### src/rtl/uart_pkg.sv
// uart_pkg: shared FSM state type and bit-period helper for the UART transmitter.
package uart_pkg;
`ifdef UART_TX_PARITY_EN
  typedef enum logic [2:0] {IDLE, START, DATA, PARITY, STOP} state_t;
`else
  typedef enum logic [2:0] {IDLE, START, DATA, STOP} state_t;
`endif
  function automatic int clks_per_bit(input int clk_freq, input int baud_rate);
    return clk_freq / baud_rate;
  endfunction
endpackage

### src/rtl/uart_baud_gen.sv
// uart_baud_gen: bit-period counter; bit_tick marks the last clk of each bit period.
module uart_baud_gen import uart_pkg::*; #(
  parameter int CLK_FREQ  = 50000000,
  parameter int BAUD_RATE = 9600
) (
  input  logic clk,
  input  logic rst,
  input  logic clear,
  output logic bit_tick
);
  localparam int CPB = clks_per_bit(CLK_FREQ, BAUD_RATE);
  localparam int W   = $clog2(CPB);
  logic [W-1:0] cnt;
  assign bit_tick = cnt == W'(CPB - 1);
  always_ff @(posedge clk or negedge rst)
    if (!rst) cnt <= '0;
    else      cnt <= (clear || bit_tick) ? '0 : cnt + W'(1);
endmodule

### src/rtl/uart_tx.sv
// uart_tx: 8N1 UART transmitter with async active-low reset rst.
// Define UART_TX_PARITY_EN to insert an even-parity bit between data and stop.
module uart_tx import uart_pkg::*; #(
  parameter int CLK_FREQ  = 50000000,
  parameter int BAUD_RATE = 9600
) (
  input  logic       clk,
  input  logic       rst,
  input  logic       start_tx,
  input  logic [7:0] data_tx,
  output logic       tx_done,
  output logic       tx_out
);
  state_t     state;
  logic [7:0] shreg;
  logic [2:0] idx;
  logic       bit_tick;
  uart_baud_gen #(.CLK_FREQ(CLK_FREQ), .BAUD_RATE(BAUD_RATE)) u_baud (
    .clk      (clk),
    .rst      (rst),
    .clear    (state == IDLE),
    .bit_tick (bit_tick)
  );
  always_ff @(posedge clk or negedge rst)
    if (!rst) begin
      state   <= IDLE;
      shreg   <= '0;
      idx     <= '0;
      tx_out  <= 1'b1;
      tx_done <= 1'b0;
    end else begin
      tx_done <= 1'b0;
      case (state)
        IDLE: if (start_tx) begin
          state  <= START;
          shreg  <= data_tx;
          tx_out <= 1'b0;
        end
        START: if (bit_tick) begin
          state  <= DATA;
          tx_out <= shreg[0];
        end
        DATA: if (bit_tick) begin
          idx <= idx + 3'd1;
          if (idx == 3'd7) begin
`ifdef UART_TX_PARITY_EN
            state  <= PARITY;
            tx_out <= ^shreg;
`else
            state  <= STOP;
            tx_out <= 1'b1;
`endif
          end else tx_out <= shreg[idx + 3'd1];
        end
`ifdef UART_TX_PARITY_EN
        PARITY: if (bit_tick) begin
          state  <= STOP;
          tx_out <= 1'b1;
        end
`endif
        // a held start_tx chains the next frame straight out of the stop bit
        STOP: if (bit_tick) begin
          tx_done <= 1'b1;
          if (start_tx) begin
            state  <= START;
            shreg  <= data_tx;
            tx_out <= 1'b0;
          end else state <= IDLE;
        end
        default: state <= IDLE;
      endcase
    end
endmodule

### config.mk
export PLATFORM = sky130hd
export DESIGN_NAME = uart_tx
export DESIGN_NICKNAME = d
export VERILOG_FILES = /design/src/rtl/uart_pkg.sv /design/src/rtl/uart_baud_gen.sv /design/src/rtl/uart_tx.sv
export SDC_FILE = /design/constraint.sdc
export NUM_CORES = 1
export LEC_CHECK = 0
export ABC_CLOCK_PERIOD_IN_PS = 2600
export CORE_ASPECT_RATIO = 0.9
export CORE_UTILIZATION = 56
export DETAILED_ROUTE_END_ITERATION = 7
export PLACE_DENSITY = 0.78
export SLEW_MARGIN = 20
export SYNTH_ARGS = -nofsm -noshare
export SYNTH_HDL_FRONTEND = slang
export SYNTH_SLANG_ARGS = --single-unit
export TNS_END_PERCENT = 50
### constraint.sdc
create_clock -name clk -period 2.6 [get_ports clk]
set_input_delay 0.65 -clock clk [delete_from_list [all_inputs] [get_ports clk]]
set_output_delay 0.65 -clock clk [all_outputs]
set_load 0.005 [all_outputs]
==> impl_results.md <==
* Xor/xnor share of the synthesized area at around 6.2%
* Worst Path Max Fanout at 5
* Hold Path Class: reg2reg
* Sequential-to-total area share from yosys stat at 49.60%
* Number of global-route vias before repair at 1002
* Number of vias per cell at between 5 and 6
* Commonest non-fill, non-tap cell in the layout: dfrtp_1
* WL met3 at approximately 120 um
* Final nets at 161
* Die area at about 2700 um^2
* GRT overflow at 0
* Setup WS pre-CTS at between 0.3 and 0.4 ns
* Total chip power at 1.415 mW
* CP delay by family, top: simple AND/OR/NAND/NOR gates
* First-pass DRT Iterations at 4
* Htree depth at 1
* Fin. Hold Viols at 0
* Num CTS Buffers at 3
* Post-CTS Setup Bufs at 0
* Part of the power in registers at approximately 45%
* Logic pwr share at 35.3%
* FF-to-FF End: state[1]
* Post-DP HPWL at 1.892 mm
* Largest net degree at the start of global routing at 19
* EDFF count, synth at 0
* Met1 WL at around 1.1 mm
* Clock latency on the worst-skew pair at 0.32 ns
* Initial core utilization at around 62%
* Final wirelength at about 2.4 mm
* Data arrival, critical path at 2.53 ns
* Peak Freq at 433.9 MHz
* Hold path endpoint: u_baud.cnt[0]
* Cell taking the most area after synthesis: dfrtp_1
* I/O pin count at 13
* Primary FF master, synth: dfrtp_1
* Max Cap Viol at 0
* Slew at the pin closest to its max-slew limit at a little under 0.5 ns
* Ant. Diodes at 0
* Register bit total from synthesis at 28
* Largest family of logic cells by synthesized area: simple AND/OR/NAND/NOR gates
* Die Y at between 40 and 50 um
* Crit Reg-Reg Startpoint: u_baud.cnt[0]
* Worst setup margin at between 0.2 and 0.3 ns
* Setup Skew at roughly 0.0074 ns
* Register clock-pin slew on the reported worst setup and hold paths at ~0.14 ns
* Core region area at approximately 2300 um^2
* Internal power at ~960 uW
* Share of the clock period used by the worst path at about nine tenths
* Warnings from Yosys at 0
* Net Sw Frac at approximately 32%
* Most frequent cells in the layout: dfrtp_1 (27), nor2_1 (13), clkdlybuf4s50_1 (12)
* Vias post-DR at between 900 and 1000
* Drt initial violations at 17
* Syn Nets at around 150
* CTS root buf: clkbuf_4
* Initial antenna violation count at 0
* Met2 WL at 1.127 mm
* Slowest stage delay, CP at between 0.4 and 0.5 ns
* Placer Congestion at 0.7957
* CTS tree: done
* # DRC at 0
* WP data required at roughly 2.8 ns
* Syn Area/Cell at ~11 um^2
* RSZ-0062 raised after global routing: false
* Detail Route Antenna Nets at 0
* CTS sink cnt at 28
* Worst hold path cell count at 1
* Synth Instances at 127
* Routed WL per cell at 14.34 um
* Setup slack, reg-to-reg at 0.30 ns
* Bufs on Longest Clock Path at 2
* Cell Area, Synth at roughly 1400 um^2
* Post-synth cell types at 32
* Adder-Cell Fraction of Synth Area at 6.189%
* Leakage dissipation at between 0.6 and 0.7 nW
* Share of cells above drive strength 1 at roughly 15%
* Area grow syn2layout at 14.50%
* Clk pwr share at around a fifth
* Buffers on Ports at 12
* Final setup viols at 0
* Critical path launch point type: flop
* Setup TNS at 0 ns
* Gr usage total at a little over a fifth
* Die width at 54.99 um
* Top sig layer: met4
* Hold buffers post-CTS at 0
* Critical path class: reg2reg
* Worst Path Buf+Inv at 0
* Cell breakdown of the critical path: ha_1 > or4b_1 > nor3_2 > nor2_1 > a221oi_2 > mux2_1
* First-pass GRT wire length at roughly 4.2 mm
* Synth async-reset ratio at 100.0%
* Cell at the slowest stage of the critical path: or4b_1
* Run status: finished, final reports clean
* Power per cell area at around 870 nW/um^2
* Compound-Gate Fraction of Synth Area at under 10%
* Reg2reg path depth at 6
* Max-slew violation count at 0
* Dpl cells at approximately 170
* Cell Rows at 16
* Post-Layout Cell Count at between 150 and 200
* Peak supply drop at slightly below 0.7 mV
* Top-area cell type share of the netlist area at around 48%
* Slew headroom at 67.79%
* Hold Crit Start: u_baud.cnt[0]
* Mux share of post-synthesis cell area at approximately 14%
* Critical path capture point type: flop
* Simple-gate area share of the yosys netlist at approximately 16%
* Fin crit period at roughly 2.3 ns
* Synth area leaders: dfrtp_1 (48%), mux2_2 (8.8%), ha_1 (6.2%)
* Psw at 457.9 uW
* Cts repair resizes at 0
-- worst register-to-register path, stage by stage, from the launching register on --
cell and delay (ns):
dfrtp_1 0.43, ha_1 0.24, or4b_1 0.46, nor3_2 0.30, nor2_1 0.12, a221oi_2 0.29
mux2_1 0.35
-- synthesized netlist by cell type (3+ instances only) --
| cell | n |
|---|---|
| o21ai_0 | 3 |
| mux2_2 | 11 |
| dfrtp_1 | 27 |
| nor2_1 | 13 |
| mux2i_1 | 6 |
| nor3_1 | 5 |
| xor2_1 | 3 |
| nand3_1 | 5 |
| xnor2_1 | 7 |
| ha_1 | 7 |
| a21oi_1 | 3 |
| nand2_1 | 6 |
| inv_1 | 7 |
-- routing by layer --
metal | up-vias | GRT usage (%)
met2 | 30 | 33.33
met4 | 0 | 4.583
li1 | 468 | -
met3 | 4 | 7.099
met5 | - | 0
met1 | 469 | 28.80
-- layout make-up --
type / count / area, um^2
clock buffers: 3 / 22.52
clock inverters: 1 / 30.03
fillers: 187 / 661.9
inverters: 7 / 26.28
multi-input cells: 90 / 678.2
flip-flops and latches: 28 / 701.9
well taps: 27 / 33.78
repair buffers: 13 / 127.6
-- per-stage QoR --
stage | area [um^2] | util, % | hold slack [ns]
3_3_place_gp | 1568 | 68.70 | 0.4894
6_report | 1620 | 71.00 | 0.5161
5_1_grt | 1620 | 71.00 | 0.5525
3_5_place_dp | 1568 | 68.70 | 0.4983
2_1_floorplan | 1415 | - | 0.3544
4_1_cts | 1620 | 71.00 | 0.5212
-- worst max-delay path by stage --
stage,from,to,slack [ns],cells past startpoint
after floorplan,u_baud.cnt[0],shreg[0],0.51,6
after global placement,u_baud.cnt[0],shreg[1],0.40,6
after detailed placement,u_baud.cnt[0],shreg[5],0.30,6
after CTS,u_baud.cnt[0],shreg[5],0.28,6
after global routing,u_baud.cnt[0],state[1],0.09,6
final,u_baud.cnt[0],state[1],0.30,6
-- kinds of logic (layout without fill, tap and decap cells) --
group,Yosys count,in the layout
AOI/OAI and AO/OA,11,11
xor gates and xnor gates,10,10
adders and majority gates,7,7
buffers and inverters,9,24
DFF,28,28
muxes,18,18
and+or+nand+nor,44,44
-- power groups by stage --
stage | clock [mW] | combinational, mW | sequential [mW]
3_3_place_gp | 0 | 0.479 | 0.639
4_1_cts | 0.287 | 0.505 | 0.641
6_report | 0.277 | 0.500 | 0.638
2_1_floorplan | 0 | 0.395 | 0.625
3_5_place_dp | 0 | 0.502 | 0.651
5_1_grt | 0.298 | 0.557 | 0.661
-- registers in the layout (all words and copies together) (netlist names) --
register and count:
idx 3, shreg 8, state 2, tx_done 1, tx_out 1, u_baud.cnt 13
(Power assumes the default switching activity.)
